### config.mk
export PLATFORM = sky130hd
export DESIGN_NAME = uart_tx_frame_flat
export DESIGN_NICKNAME = d
export VERILOG_FILES = /design/src/rtl/uart_tx_frame_pkg.sv /design/src/rtl/uart_tx_frame_if.sv /design/src/rtl/uart_tx_bit_timer.sv /design/src/rtl/uart_tx_frame.sv /design/src/flat_wrapper.sv
export SDC_FILE = /design/constraint.sdc
export NUM_CORES = 1
export LEC_CHECK = 0
export CAP_MARGIN = 25
export CELL_PAD_IN_SITES_DETAIL_PLACEMENT = 1
export CELL_PAD_IN_SITES_GLOBAL_PLACEMENT = 2
export CORE_MARGIN = 2
export CORE_UTILIZATION = 39
export DETAILED_ROUTE_END_ITERATION = 8
export DONT_BUFFER_PORTS = 1
export PLACE_DENSITY_LB_ADDON = 0.1
export SLEW_MARGIN = 20
export SYNTH_ARGS = -nofsm -noshare
export SYNTH_HDL_FRONTEND = slang
export SYNTH_SLANG_ARGS = --single-unit
### constraint.sdc
create_clock -name clk -period 2.95 [get_ports clk]
set_input_delay 0.1475 -clock clk [delete_from_list [all_inputs] [get_ports clk]]
set_output_delay 0.1475 -clock clk [all_outputs]
set_load 0.02 [all_outputs]
### src/rtl/uart_tx_frame_pkg.sv
// uart_pkg: state encoding and line/parity constants shared by the UART TX and RX paths.
package uart_pkg;
  typedef enum logic [2:0] {IDLE, START, DATA, PARITY, STOP} state_t;
  localparam logic PAR_EVEN    = 1'b0;
  localparam logic PAR_ODD     = 1'b1;
  localparam logic IDLE_LEVEL  = 1'b1;
  localparam logic START_LEVEL = 1'b0;
endpackage

### src/rtl/uart_tx_frame_if.sv
// uart_tx_frame_if: host-side handshake and serial-line signals of the UART transmitter.
interface uart_tx_frame_if #(parameter int DATA_WIDTH = 8, parameter int PWIDTH = 6);
  logic [DATA_WIDTH-1:0] p_data;
  logic                  data_valid;
  logic                  par_en;
  logic                  par_typ;
  logic [PWIDTH-1:0]     prescale;
  logic                  tx_out;
  logic                  busy;
  logic                  tx_done;
  modport master (output p_data, data_valid, par_en, par_typ, prescale, input tx_out, busy, tx_done);
  modport slave  (input p_data, data_valid, par_en, par_typ, prescale, output tx_out, busy, tx_done);
endinterface

### src/rtl/uart_tx_bit_timer.sv
// uart_tx_bit_timer: counts clock edges within a bit and flags the last edge of each bit period.
module uart_tx_bit_timer #(parameter int PWIDTH = 6) (
  input  logic              clk,
  input  logic              rst,
  input  logic              enable,
  input  logic [PWIDTH-1:0] period,
  output logic              bit_end,
  output logic [PWIDTH-1:0] count
);
  assign bit_end = enable && count == period - PWIDTH'(1);
  // Every state change coincides with bit_end, so the wrap also restarts the count per state.
  always_ff @(posedge clk or posedge rst)
    if (rst) count <= '0;
    else     count <= (!enable || bit_end) ? '0 : count + PWIDTH'(1);
endmodule

### src/rtl/uart_tx_frame.sv
// uart_tx_frame: serialises a byte as start, LSB-first data, optional parity and stop bits.
module uart_tx_frame
  import uart_pkg::*;
#(parameter int DATA_WIDTH = 8, parameter int PWIDTH = 6) (
  input logic             clk,
  input logic             rst,
  uart_tx_frame_if.slave  bus
);
  localparam int BW = $clog2(DATA_WIDTH + 1);
  state_t                state, state_next;
  logic [DATA_WIDTH-1:0] shift, shift_next;
  logic [BW-1:0]         bit_cnt, bit_cnt_next;
  logic [PWIDTH-1:0]     period, edge_cnt;
  logic                  par_en_q, par_bit, tx_q, busy_q, done_q, tx_next;
  logic                  accept, bit_end, last_bit;

  assign accept       = !busy_q && bus.data_valid;
  assign last_bit     = bit_cnt == BW'(DATA_WIDTH - 1);
  assign shift_next   = accept ? bus.p_data : (state == DATA && bit_end) ? shift >> 1 : shift;
  assign bit_cnt_next = state_next != state ? '0 : (state == DATA && bit_end) ? bit_cnt + BW'(1) : bit_cnt;
  assign bus.tx_out   = tx_q;
  assign bus.busy     = busy_q;
  assign bus.tx_done  = done_q;

  uart_tx_bit_timer #(.PWIDTH(PWIDTH)) timer (
    .clk(clk), .rst(rst), .enable(state != IDLE), .period(period), .bit_end(bit_end), .count(edge_cnt)
  );

  always_ff @(posedge clk or posedge rst)
    if (rst) begin
      state    <= IDLE;
      shift    <= '0;
      bit_cnt  <= '0;
      period   <= '0;
      par_en_q <= 1'b0;
      par_bit  <= 1'b0;
      tx_q     <= IDLE_LEVEL;
      busy_q   <= 1'b0;
      done_q   <= 1'b0;
    end else begin
      state   <= state_next;
      shift   <= shift_next;
      bit_cnt <= bit_cnt_next;
      tx_q    <= tx_next;
      busy_q  <= state_next != IDLE;
      done_q  <= state == STOP && state_next == IDLE;
      if (accept) begin
        period   <= bus.prescale == '0 ? PWIDTH'(1) : bus.prescale;
        par_en_q <= bus.par_en;
        par_bit  <= ^bus.p_data ^ (bus.par_typ == PAR_ODD);
      end
    end

  always_comb begin
    state_next = state;
    case (state)
      IDLE:    state_next = accept ? START : IDLE;
      START:   state_next = bit_end ? DATA : START;
      DATA:    state_next = !(bit_end && last_bit) ? DATA : par_en_q ? PARITY : STOP;
      PARITY:  state_next = bit_end ? STOP : PARITY;
      STOP:    state_next = bit_end ? IDLE : STOP;
      default: state_next = IDLE;
    endcase
  end

  // Outputs are registered from the upcoming state so tx_out moves with the state change.
  always_comb
    tx_next = state_next == START  ? START_LEVEL :
              state_next == DATA   ? shift_next[0] :
              state_next == PARITY ? par_bit : IDLE_LEVEL;

  a_edge_in_period: assert property (@(posedge clk) disable iff (rst) state == IDLE || edge_cnt < period);
endmodule
### src/flat_wrapper.sv
// flat-port wrapper written by rule: the top's interface ports become plain ports
module uart_tx_frame_flat import uart_pkg::*;
#(parameter int DATA_WIDTH = 8, parameter int PWIDTH = 6)
  (clk, rst, bus_p_data, bus_data_valid, bus_par_en, bus_par_typ, bus_prescale, bus_tx_out, bus_busy, bus_tx_done);
  uart_tx_frame_if #(.DATA_WIDTH(DATA_WIDTH), .PWIDTH(PWIDTH)) bus_i ();
  input logic clk;
  input logic rst;
  input wire logic [$bits(bus_i.p_data)-1:0] bus_p_data;
  input wire logic [$bits(bus_i.data_valid)-1:0] bus_data_valid;
  input wire logic [$bits(bus_i.par_en)-1:0] bus_par_en;
  input wire logic [$bits(bus_i.par_typ)-1:0] bus_par_typ;
  input wire logic [$bits(bus_i.prescale)-1:0] bus_prescale;
  output wire logic [$bits(bus_i.tx_out)-1:0] bus_tx_out;
  output wire logic [$bits(bus_i.busy)-1:0] bus_busy;
  output wire logic [$bits(bus_i.tx_done)-1:0] bus_tx_done;
  assign bus_i.p_data = bus_p_data;
  assign bus_i.data_valid = bus_data_valid;
  assign bus_i.par_en = bus_par_en;
  assign bus_i.par_typ = bus_par_typ;
  assign bus_i.prescale = bus_prescale;
  assign bus_tx_out = bus_i.tx_out;
  assign bus_busy = bus_i.busy;
  assign bus_tx_done = bus_i.tx_done;
  uart_tx_frame #(.DATA_WIDTH(DATA_WIDTH), .PWIDTH(PWIDTH)) u_core (.clk(clk), .rst(rst), .bus(bus_i));
endmodule
# Word-level counts from Yosys, hierarchy flattened
# Index checks and enable logic that the tools add are counted.
# word_totals
in_bits,19
output_inout_bits,3
register_bits,32
# classes
bitwise_logic,1
eq_ne,10
n_addsub,3
n_reduce_logical,16
muxes,16
# op_table
operator,count
8-bit 2-to-1 mux,2
3-bit case mux with 5 select lines,1
3-bit by 2-bit == test with 1-bit output (second input constant),4
3-bit 2-to-1 mux,4
6-bit 2-to-1 mux,2
4-bit 2-to-1 mux,2
8-bit XOR reduction,1
6-bit by 1-bit adder with 6-bit output (second input constant),1
3-bit by 1-bit == test with 1-bit output (second input constant),2
6-bit == test,1
3-bit logical NOT,2
6-bit logical NOT,1
3-bit nonzero test,2
6-bit by 1-bit subtractor with 6-bit output (second input constant),1
1-bit logical AND,5
4-bit by 1-bit adder with 4-bit output (second input constant),1
4-bit by 3-bit == test with 1-bit output (second input constant),1
1-bit 2-to-1 mux,4
2-bit nonzero test,2
3-bit == test (second input constant),1
3-bit inequality test,1
1-bit logical NOT,2
2-bit 2-to-1 mux,1
1-bit logical OR,1
1-bit XOR,1

# Logic depth before layout (Yosys ltp)
# Gate-level depths: netlist of the first run.
# depth
ltp_word,10
depth_mapped,10
mapped_depth_nobuf,10

# By module
# From an unflattened synthesis of the first run, not the netlist that was laid out.
# hier_totals
cells_unflattened,183
area_unflattened_um2,1799.2
# modules_own_cells
module,area_per_inst_um2,instances,cells_each
uart_tx_frame,1346.3,1,136
uart_tx_bit_timer,452.9,1,47

# Worst setup path after synthesis of the first run
# No wires, ideal clock.
# synth_path
kind,register to register
start,reg u_core.period[0]
end,reg u_core.tx_q (netlist: u_core.bus.tx_out)
synth_period_minus_slack_ns,2.406
t_arrival_ns,2.316
path_slack_ns,0.544
required_ns,2.860
stages_incl_launch_ff,10
setup_ns,0.090
n_path_buf,0
path_cell_list,dfrtp_1 -> inv_1 -> ha_1 -> or3b_4 -> a211oi_4 -> o211ai_4 -> nor4_4 -> mux2_1 -> mux2i_1 -> a31oi_1
# synth_via
elab_chain_len,10
elab_cells_between_ends,18
# synth_rtl
element,line_no,text
from (decl),uart_tx_frame.sv:13,"logic [PWIDTH-1:0] period, edge_cnt;"
from (signal assigned),uart_tx_frame.sv:48,period <= bus.prescale == '0 ? PWIDTH'(1) : bus.prescale;
6-bit by 1-bit subtractor with 6-bit output (*),uart_tx_bit_timer.sv:10,assign bit_end = enable && count == period - PWIDTH'(1);
6-bit == test (*),uart_tx_bit_timer.sv:10,
1-bit logical AND (*),uart_tx_bit_timer.sv:10,
1-bit logical AND,uart_tx_frame.sv:59,DATA: state_next = !(bit_end && last_bit) ? DATA : par_en_q ? PARITY : STOP;
3-bit 2-to-1 mux,uart_tx_frame.sv:59,
3-bit case mux with 5 select lines,uart_tx_frame.sv:56,case (state)
3-bit by 2-bit == test with 1-bit output,uart_tx_frame.sv:70,state_next == PARITY ? par_bit : IDLE_LEVEL;
1-bit 2-to-1 mux,uart_tx_frame.sv:70,
1-bit 2-to-1 mux,uart_tx_frame.sv:69,state_next == DATA ? shift_next[0] :
1-bit 2-to-1 mux (*),uart_tx_frame.sv:68,tx_next = state_next == START ? START_LEVEL :
net u_core.tx_next,uart_tx_frame.sv:14,"logic par_en_q, par_bit, tx_q, busy_q, done_q, tx_next;"
to (signal assigned),uart_tx_frame.sv:44,tx_q <= tx_next;
to (decl),uart_tx_frame.sv:14,
# The timed path passes the listed nets; every way through them passes the cells marked *. The select of a mux whose other input is x is not followed.
# A chain may end at the register's enable or synchronous reset.

# Worst setup path in the final report of the first run
# Ends and elaborated chain as after synthesis.

==> results of run 1 <==
cell usage in the layout (no fill, tap or decap), types with 4 or more instances in the layout:
cell type / instances
clkbuf_8: 5
dfrtp_1: 31
dlygate4sd3_1: 14
inv_1: 8
mux2i_1: 8
nand2_1: 31
nand2b_1: 4
nor2_1: 15
nor3_1: 4
o21ai_0: 7
o21ai_1: 7
xnor2_1: 15
xor2_1: 6
layer usage:
layer,vias to the layer above,wire [um],global-route usage (%)
met5,-,0,0
met4,0,38,6.289
met3,4,149,4.701
met2,21,1938,29.98
met1,629,1722,21.41
li1,633,-,-
through the flow:
step | total power [W] | hold WS, ns | worst slack [ns]
after floorplan | 0.001400 | 0.2529 | 0.5444
final | 0.001979 | 0.03660 | 0.3799
after detailed placement | 0.001568 | 0.1667 | 0.3902
after CTS | 0.002006 | 0.02198 | 0.3606
after global routing | 0.002149 | 0.05065 | 0.1961
after global placement | 0.001524 | 0.1437 | 0.4470
sequential cells by signal, summed over array words and instances, names as in the netlist:
register            flops
u_core.par_bit          1
u_core.state            3
u_core.shift            8
u_core.bus.busy         1
u_core.timer.count      6
u_core.period           6
u_core.par_en_q         1
u_core.bit_cnt          4
u_core.bus.tx_out       1
u_core.bus.tx_done      1
where the power goes:
part           internal (W)  switching (W)
clock network      0.000250       0.000158
logic              0.000346       0.000436
registers          0.000609       0.000182
total               0.00120       0.000775
area by class of cell:
| type | count | share of cell area [%] |
|---|---|---|
| multi-input combinational | 130 | 42.51 |
| sequential | 32 | 39.49 |
| timing repair buffer | 17 | 8.010 |
| clock buffer | 6 | 3.574 |
| tap | 52 | 3.204 |
| clock inverter | 2 | 1.725 |
| inverter | 8 | 1.479 |
cell families (layout without fill, tap and decap cells):
family | Yosys count | count (layout)
and+or+nand+nor | 68 | 68
adders and majority gates | 3 | 3
xor gates and xnor gates | 21 | 21
buffers and inverters | 14 | 33
muxes | 9 | 9
AOI/OAI and AO/OA | 29 | 29
DFF | 32 | 32
critical path, delay by kind of cell, from the launching register on:
kind	cells	cell delay [ns]
flip-flops	1	0.40
AND/OR/NAND/NOR	2	0.70
multiplexers	2	0.57
AO/OA/AOI/OAI	3	0.54
adder cells (fa/ha/maj)	1	0.17
buffers and inverters	1	0.08
how the worst min path moves through the flow:
stage / startpoint / end / slack (ns) / cells after the start
finish: bus_p_data[0] / u_core.shift[0] / 0.04 / 2
floorplan: bus_par_en / u_core.par_en_q / 0.25 / 2
global placement: rst / u_core.shift[5] / 0.14 / 2
CTS: bus_p_data[0] / u_core.shift[0] / 0.02 / 2
detailed placement: rst / u_core.shift[5] / 0.17 / 2
global route: bus_p_data[0] / u_core.shift[0] / 0.05 / 2
==> reports/results.tsv, run 1 <==
metric	value	unit
worst_pin_slew	0.8158	ns
grt_pass1_wl	6755	um
worstSetupEndpoint	u_core.bus.tx_out	
synth-edff-count	0	
post_dp_cell_area	1783	um^2
synth_top_family_by_area	simple AND/OR/NAND/NOR gates	
achievable-frequency	0.3891	GHz
timing.final.crit_share	87.12	%
ios	22	
synth_xor_area_share	10.63	%
path_cells	inv_1 -> ha_1 -> or3b_4 -> a211oi_4 -> o211ai_4 -> nor4_4 -> mux2_1 -> mux2i_1 -> a31oi_1	
num-fill-cells	479	
dp_hpwl	2756	um
final_util	46.96	%
setup-violations-final	0	
synth_common_cells	dfrtp_1, nand2_1, nor2_1, xnor2_1	
synthToLayoutAreaGrowth	17.35	%
grt_pass1_vias	1481	
p_leak	0.8538	nW
rsz0062_at_grt	false	
numCtsBuffers	5	
postCtsSetupBuffers	0	
wire_per_inst	15.58	um
arrival	2.76	ns
synth-simple-area-share	19.60	%
dr.pass1.iters	4	
peakVddDrop	0.0003608	V
cts.sinks	32	
r2r_slack	0.38	ns
place_congestion	0.8556	
post_cts_resized	0	
r2r_start	u_core.period[0]	
critPathLaunch	u_core.period[0]	
synth_compound_area_share	12.22	%
fin_area	2031	um^2
syn_area	1730	um^2
cp_slowest_stage_delay	0.40	ns
grt_max_degree	33	
ys_seq_area_share	46.35	%
cts_buffer_depth	2	
synth.distinct_cells	43	
drt-vias-per-instance	5.211	
start_util	40.02	%
hp-class	in -> reg	
end_kind	register	
path_clk_slew	0.07	ns
synth_warnings	0	
drt_wl_total	3848	um
yosys.area.top_type	dfrtp_1	
drive_gt1_share	9.744	%
synth_area_leaders	dfrtp_1, xnor2_1, nand2_1	
multi_input_area	863.3	um^2
clock-root-buffer	clkbuf_8	
syn_nets	198	
fin_setup_tns	0	ns
crit_required	3.14	ns
hold_violations	0	
nets	216	
period_minus_slack	2.570	ns
die_area	4986	um^2
grt_use_total	17.53	%
fp.dieW	70.61	um
cap_violations	0	
seq_area	802.0	um^2
clock-skew-final	0.008299	ns
cp_max_fo	8	
diodes	0	
synth_top_area_share	44.83	%
vias	1287	
grt_overflow	0	
async_reset_ff_share	100.0	%
slowest_stage	dfrtp_1	
synth-adder-area-share	2.169	%
slew_headroom	45.45	%
drt_iter0_drc	70	
drtAntennaViolNets	0	
power.density	974.7	nW/um^2
start_kind	register	
row_count	24	
slew_viol_final	0	
antenna_found_initial	0	
critical_path_class	reg -> reg	
die-height	70.61	um
hold_buffers	14	
core_area	4324	um^2
insertion_delay	0.28	ns
cts-htree-levels	2	
drc	0	
synth_mux_area_share	5.278	%
avgSynthCellArea	9.832	um^2
finalNonFillerCells	247	
cts_tree	built	
syn_inst	176	
ys_ff_latch	32	
timing.rr.end	u_core.bus.tx_out	
status	completed	
dp.cells	225	
portBuffers	0	
reg2regPathDepth	9	
synth_top_flop_cell	dfrtp_1	
No activity file was read; power rests on OpenSTA's default activity.
==> run 2, diff against run 1 <==
Settings changed: CORE_MARGIN 2 to unset.
==> run 2 against run 1 <==
Net effect: via count shrank 0.70%; clock skew shrank 0.0011 ns; flip-flop and latch count is the same; largest cell class unchanged.
==> reports/results.tsv, run 2 (synthesized netlist as in run 1, its figures left out) <==
metric	value	unit
setup-violations-final	0	
place_congestion	0.7513	
worst-path-buf-inv	2	
worst_pin_slew	0.7566	ns
drc	0	
vias	1278	
top_regs	u_core.shift x8, u_core.period x6, u_core.timer.count x6	
fin_area	2014	um^2
diodes	0	
antenna_found_initial	0	
grt_pass1_vias	1417	
slew_viol_final	0	
timing.rr.end	u_core.bit_cnt[3]	
path_clk_slew	0.07	ns
dp.cells	223	
die_area	4707	um^2
period_minus_slack	2.537	ns
worstHoldStart	bus_p_data[0]	
cts_buffer_depth	2	
start_util	42.05	%
cp_top_family	simple AND/OR/NAND/NOR gates	
wire_per_inst	15.03	um
cap_violations	0	
cp_max_fo	11	
r2r_start	u_core.period[0]	
total_power	0.001918	W
post_cts_resized	0	
rsz0062_at_grt	false	
portBuffers	0	
synthToLayoutAreaGrowth	16.41	%
drt_iter0_drc	44	
r2r_slack	0.41	ns
start_kind	register	
reg2regPathDepth	10	
grt_use_total	19.64	%
clock-root-buffer	clkbuf_8	
layout_setup_ws	0.4133	ns
dr.pass1.iters	4	
path_cells	inv_1 -> ha_1 -> or3b_4 -> a211oi_4 -> o211ai_4 -> nor4_4 -> buf_4 -> nand4_1 -> xor2_1 -> nor2_1	
peakVddDrop	0.0004573	V
end_kind	register	
numCtsBuffers	5	
ios	22	
hold_end	u_core.shift[0]	
achievable-frequency	0.3942	GHz
cp_slowest_stage_delay	0.41	ns
hp-class	in -> reg	
row_count	23	
die-height	68.61	um
finalNonFillerCells	245	
fp.dieW	68.61	um
crit_required	3.11	ns
drt_wl_total	3683	um
insertion_delay	0.28	ns
drt-vias-per-instance	5.216	
cts_tree	built	
cts.sinks	32	
slowest_stage	dfrtp_1	
core_area	4115	um^2
hold_violations	0	
drive_gt1_share	9.744	%
arrival	2.70	ns
critical_path_class	reg -> reg	
slew_headroom	49.41	%
path_depth	10	
place_ws	0.4112	ns
layout_common_cells	nand2_1, dfrtp_1, xnor2_1, nor2_1, dlygate4sd3_1	
p_leak	0.8431	nW
grt_max_degree	33	
nets	216	
cts-htree-levels	2	
regMostFlops	u_core.shift	
grt_pass1_wl	6603	um
hold_depth	2	
grt_overflow	0	
post_dp_cell_area	1780	um^2
drtAntennaViolNets	0	
dp_hpwl	2640	um
postCtsSetupBuffers	0	
power.density	952.4	nW/um^2
largest_register_ffs	8	
fin_setup_tns	0	ns
clock-skew-final	0.007223	ns
timing.final.crit_share	85.99	%
status	completed	
[run 2: cell count changes in the layout (fill, tap and decap cells not counted)]
cell / previous run / this run
bufinv_16: 1 / 0
clkbuf_8: 5 / 6
clkinv_2: 1 / 0
clkinvlp_4: 0 / 1
[run 2: worst max-delay path by stage]
stage / start / end / slack, ns
4_1_cts: u_core.period[0] / u_core.bus.tx_out / 0.40
5_1_grt: u_core.period[0] / u_core.bus.tx_out / 0.20
3_5_place_dp: u_core.period[0] / u_core.bus.tx_out / 0.41
3_3_place_gp: u_core.period[0] / u_core.bus.tx_out / 0.50
2_1_floorplan: u_core.period[0] / u_core.bus.tx_out / 0.54
6_report: u_core.period[0] / u_core.bit_cnt[3] / 0.41
[run 2: stage by stage]
step                util [%]  hold WS [ns]
floorplan                  -        0.2529
global placement       43.27        0.1444
detailed placement     43.27        0.1637
CTS                    48.95      0.007642
global route           48.95      0.007193
finish                 48.95       0.01348
[run 2: worst reg2reg max path: stages, from the launching register on]
cell and delay, ns:
dfrtp_1 0.41, inv_1 0.09, ha_1 0.18, or3b_4 0.39, a211oi_4 0.27, o211ai_4 0.16
nor4_4 0.32, buf_4 0.26, nand4_1 0.13, xor2_1 0.15, nor2_1 0.05
[run 2: layout make-up]
class                           count  area (um^2)
Clock buffer                        7        86.33
Clock inverter                      1        7.507
Fill cell                         473         2101
Inverter                            8        30.03
Multi-Input combinational cell    130        863.3
Sequential cell                    32        802.0
Tap cell                           50        62.56
Timing Repair Buffer               17        162.7
[run 2: layer usage]
layer / part of all wire, % / GRT usage [%]
met4: 1.2 / 7.031
met2: 48 / 30.76
met5: 0 / 0
met3: 3.0 / 4.934
met1: 48 / 26.11
[run 2: report_power, final]
group | switching (W) | total (W) | leakage [nW] | internal, W
combinational | 0.000427 | 0.000773 | 0.393 | 0.000347
clock | 0.000167 | 0.000357 | 0.0445 | 0.000190
sequential | 0.000180 | 0.000788 | 0.406 | 0.000608
[run 2: what timing repair did]
item | 4_1_cts | 5_1_grt
setup endpoints to repair | 0 | 0
endpoints found under the hold margin | 44 | 0
hold buffers | 14 | 0
==> run 3, diff against run 2 <==
Settings changed: HOLD_SLACK_MARGIN set to 0.02.
==> run 3 against run 2 <==
Net effect: worst hold slack better by 0.039 ns; die area unchanged; register-to-register slack about the same; clock power about the same; flip-flop and latch count unchanged; via count up 0.23%; worst setup slack worse by 0.0011 ns; largest cell class unchanged; first-iteration DRC count up 11%; critical path depth unchanged; sequential power about the same; highest routed layer unchanged; non-clock buffer count up 1; critical endpoint unchanged.
==> reports/results.tsv, run 3 (synthesized netlist as in run 1, its figures left out) <==
metric	value	unit
cts.sinks	32	
arrival	2.70	ns
antenna_found_initial	0	
grt_use_total	19.67	%
hp-class	in -> reg	
portBuffers	0	
critPathLaunch	u_core.period[0]	
hold_violations	0	
end_kind	register	
numCtsBuffers	5	
nets	217	
largest_register_ffs	8	
slew_viol_final	0	
cp_slowest_stage_delay	0.41	ns
critical_path_class	reg -> reg	
die-height	68.61	um
period_minus_slack	2.538	ns
drt_wl_total	3692	um
drt-vias-per-instance	5.207	
worst_pin_slew	0.7566	ns
clock-root-buffer	clkbuf_8	
timing.rr.end	u_core.bit_cnt[3]	
ios	22	
grt_max_degree	33	
p_leak	0.8473	nW
row_count	23	
grt_pass1_wl	6617	um
regMostFlops	u_core.shift	
die_area	4707	um^2
slowest_stage	dfrtp_1	
num-fill-cells	474	
r2r_start	u_core.period[0]	
drt_iter0_drc	49	
reg2regPathDepth	10	
grt_overflow	0	
path_depth	10	
setup-violations-final	0	
cap_violations	0	
timing.final.crit_share	86.03	%
layout_common_cells	nand2_1, dfrtp_1, xnor2_1, nor2_1, dlygate4sd3_1	
synthToLayoutAreaGrowth	16.99	%
rsz0062_at_grt	false	
fin_setup_tns	0	ns
place_congestion	0.7513	
cts_buffer_depth	2	
cp_top_family	simple AND/OR/NAND/NOR gates	
r2r_slack	0.41	ns
insertion_delay	0.28	ns
power.switching	0.0007741	W
path_clk_slew	0.07	ns
core_area	4115	um^2
wire_per_inst	15.01	um
cts_tree	built	
dp_hpwl	2640	um
start_kind	register	
cp_max_fo	11	
comb_power_share	40.3	%
p_clk_share	18.6	%
vias	1281	
crit_required	3.11	ns
status	completed	
swShare	40.33	%
worstSetupEndpoint	u_core.bit_cnt[3]	
dr.pass1.iters	4	
grt_pass1_vias	1425	
cts-htree-levels	2	
diodes	0	
drtAntennaViolNets	0	
drive_gt1_share	9.694	%
p_int	0.001145	W
top_regs	u_core.shift x8, u_core.period x6, u_core.timer.count x6	
total_power	0.001920	W
fp.dieW	68.61	um
start_util	42.05	%
peakVddDrop	0.0004573	V
power.density	948.2	nW/um^2
path_cells	inv_1 -> ha_1 -> or3b_4 -> a211oi_4 -> o211ai_4 -> nor4_4 -> buf_4 -> nand4_1 -> xor2_1 -> nor2_1	
worst-path-buf-inv	2	
achievable-frequency	0.3940	GHz
slew_headroom	49.41	%
drc	0	
p_seq_share	41.1	%
clock-skew-final	0.007223	ns
post_cts_resized	0	
==> run 3: power groups by stage <==
stage / Combinational (W) / Clock, W / Sequential [W]
final: 0.000775 / 0.000357 / 0.000788
after global routing: 0.000890 / 0.000381 / 0.000818
after CTS: 0.000790 / 0.000368 / 0.000792
after detailed placement: 0.000771 / 0 / 0.000799
after global placement: 0.000737 / 0 / 0.000792
after floorplan: 0.000671 / 0 / 0.000729
==> run 3: how the worst min path moves through the flow <==
stage	from	to	slack [ns]	depth (start not counted)
3_3_place_gp	rst	u_core.period[4]	0.14	2
6_report	bus_prescale[0]	u_core.period[0]	0.05	2
5_1_grt	bus_prescale[0]	u_core.period[0]	0.09	2
2_1_floorplan	bus_par_en	u_core.par_en_q	0.25	2
3_5_place_dp	rst	u_core.period[4]	0.16	2
4_1_cts	bus_prescale[0]	u_core.period[0]	0.04	2
==> run 3: layer usage <==
layer / vias up / wire (um) / track usage, %
li1: 630 / - / -
met1: 627 / 1771 / 26.11
met2: 20 / 1764 / 30.88
met3: 4 / 112 / 4.934
met4: 0 / 44 / 7.031
met5: - / 0 / 0
==> run 3: final cells by class <==
type                       count  area, um^2  area share (%)
clock inverter                 1       7.507          0.3708
clock buffer                   7       86.33           4.265
timing repair buffer          18       172.7           8.529
multi-input combinational    130       863.3           42.65
sequential                    32       802.0           39.62
inverter                       8       30.03           1.483
tap                           50       62.56           3.090
==> run 3: stage by stage <==
| step | hold slack, ns | utilization (%) | setup WS [ns] | area (um^2) | cells |
|---|---|---|---|---|---|
| after global routing | 0.09114 | 49.19 | 0.1967 | 2024 | 246 |
| after CTS | 0.03944 | 49.19 | 0.4007 | 2024 | 246 |
| after global placement | 0.1444 | 43.27 | 0.5029 | 1780 | 223 |
| after detailed placement | 0.1637 | 43.27 | 0.4112 | 1780 | 223 |
| final | 0.05264 | 49.19 | 0.4122 | 2024 | 246 |
| after floorplan | 0.2529 | - | 0.5444 | 1730 | 176 |
==> run 3: timing repair <==
| action | in CTS | in global routing |
|---|---|---|
| hold buffers | 15 | 0 |
| hold endpoints to repair | 45 | 0 |
| buffers inserted | 0 | 0 |
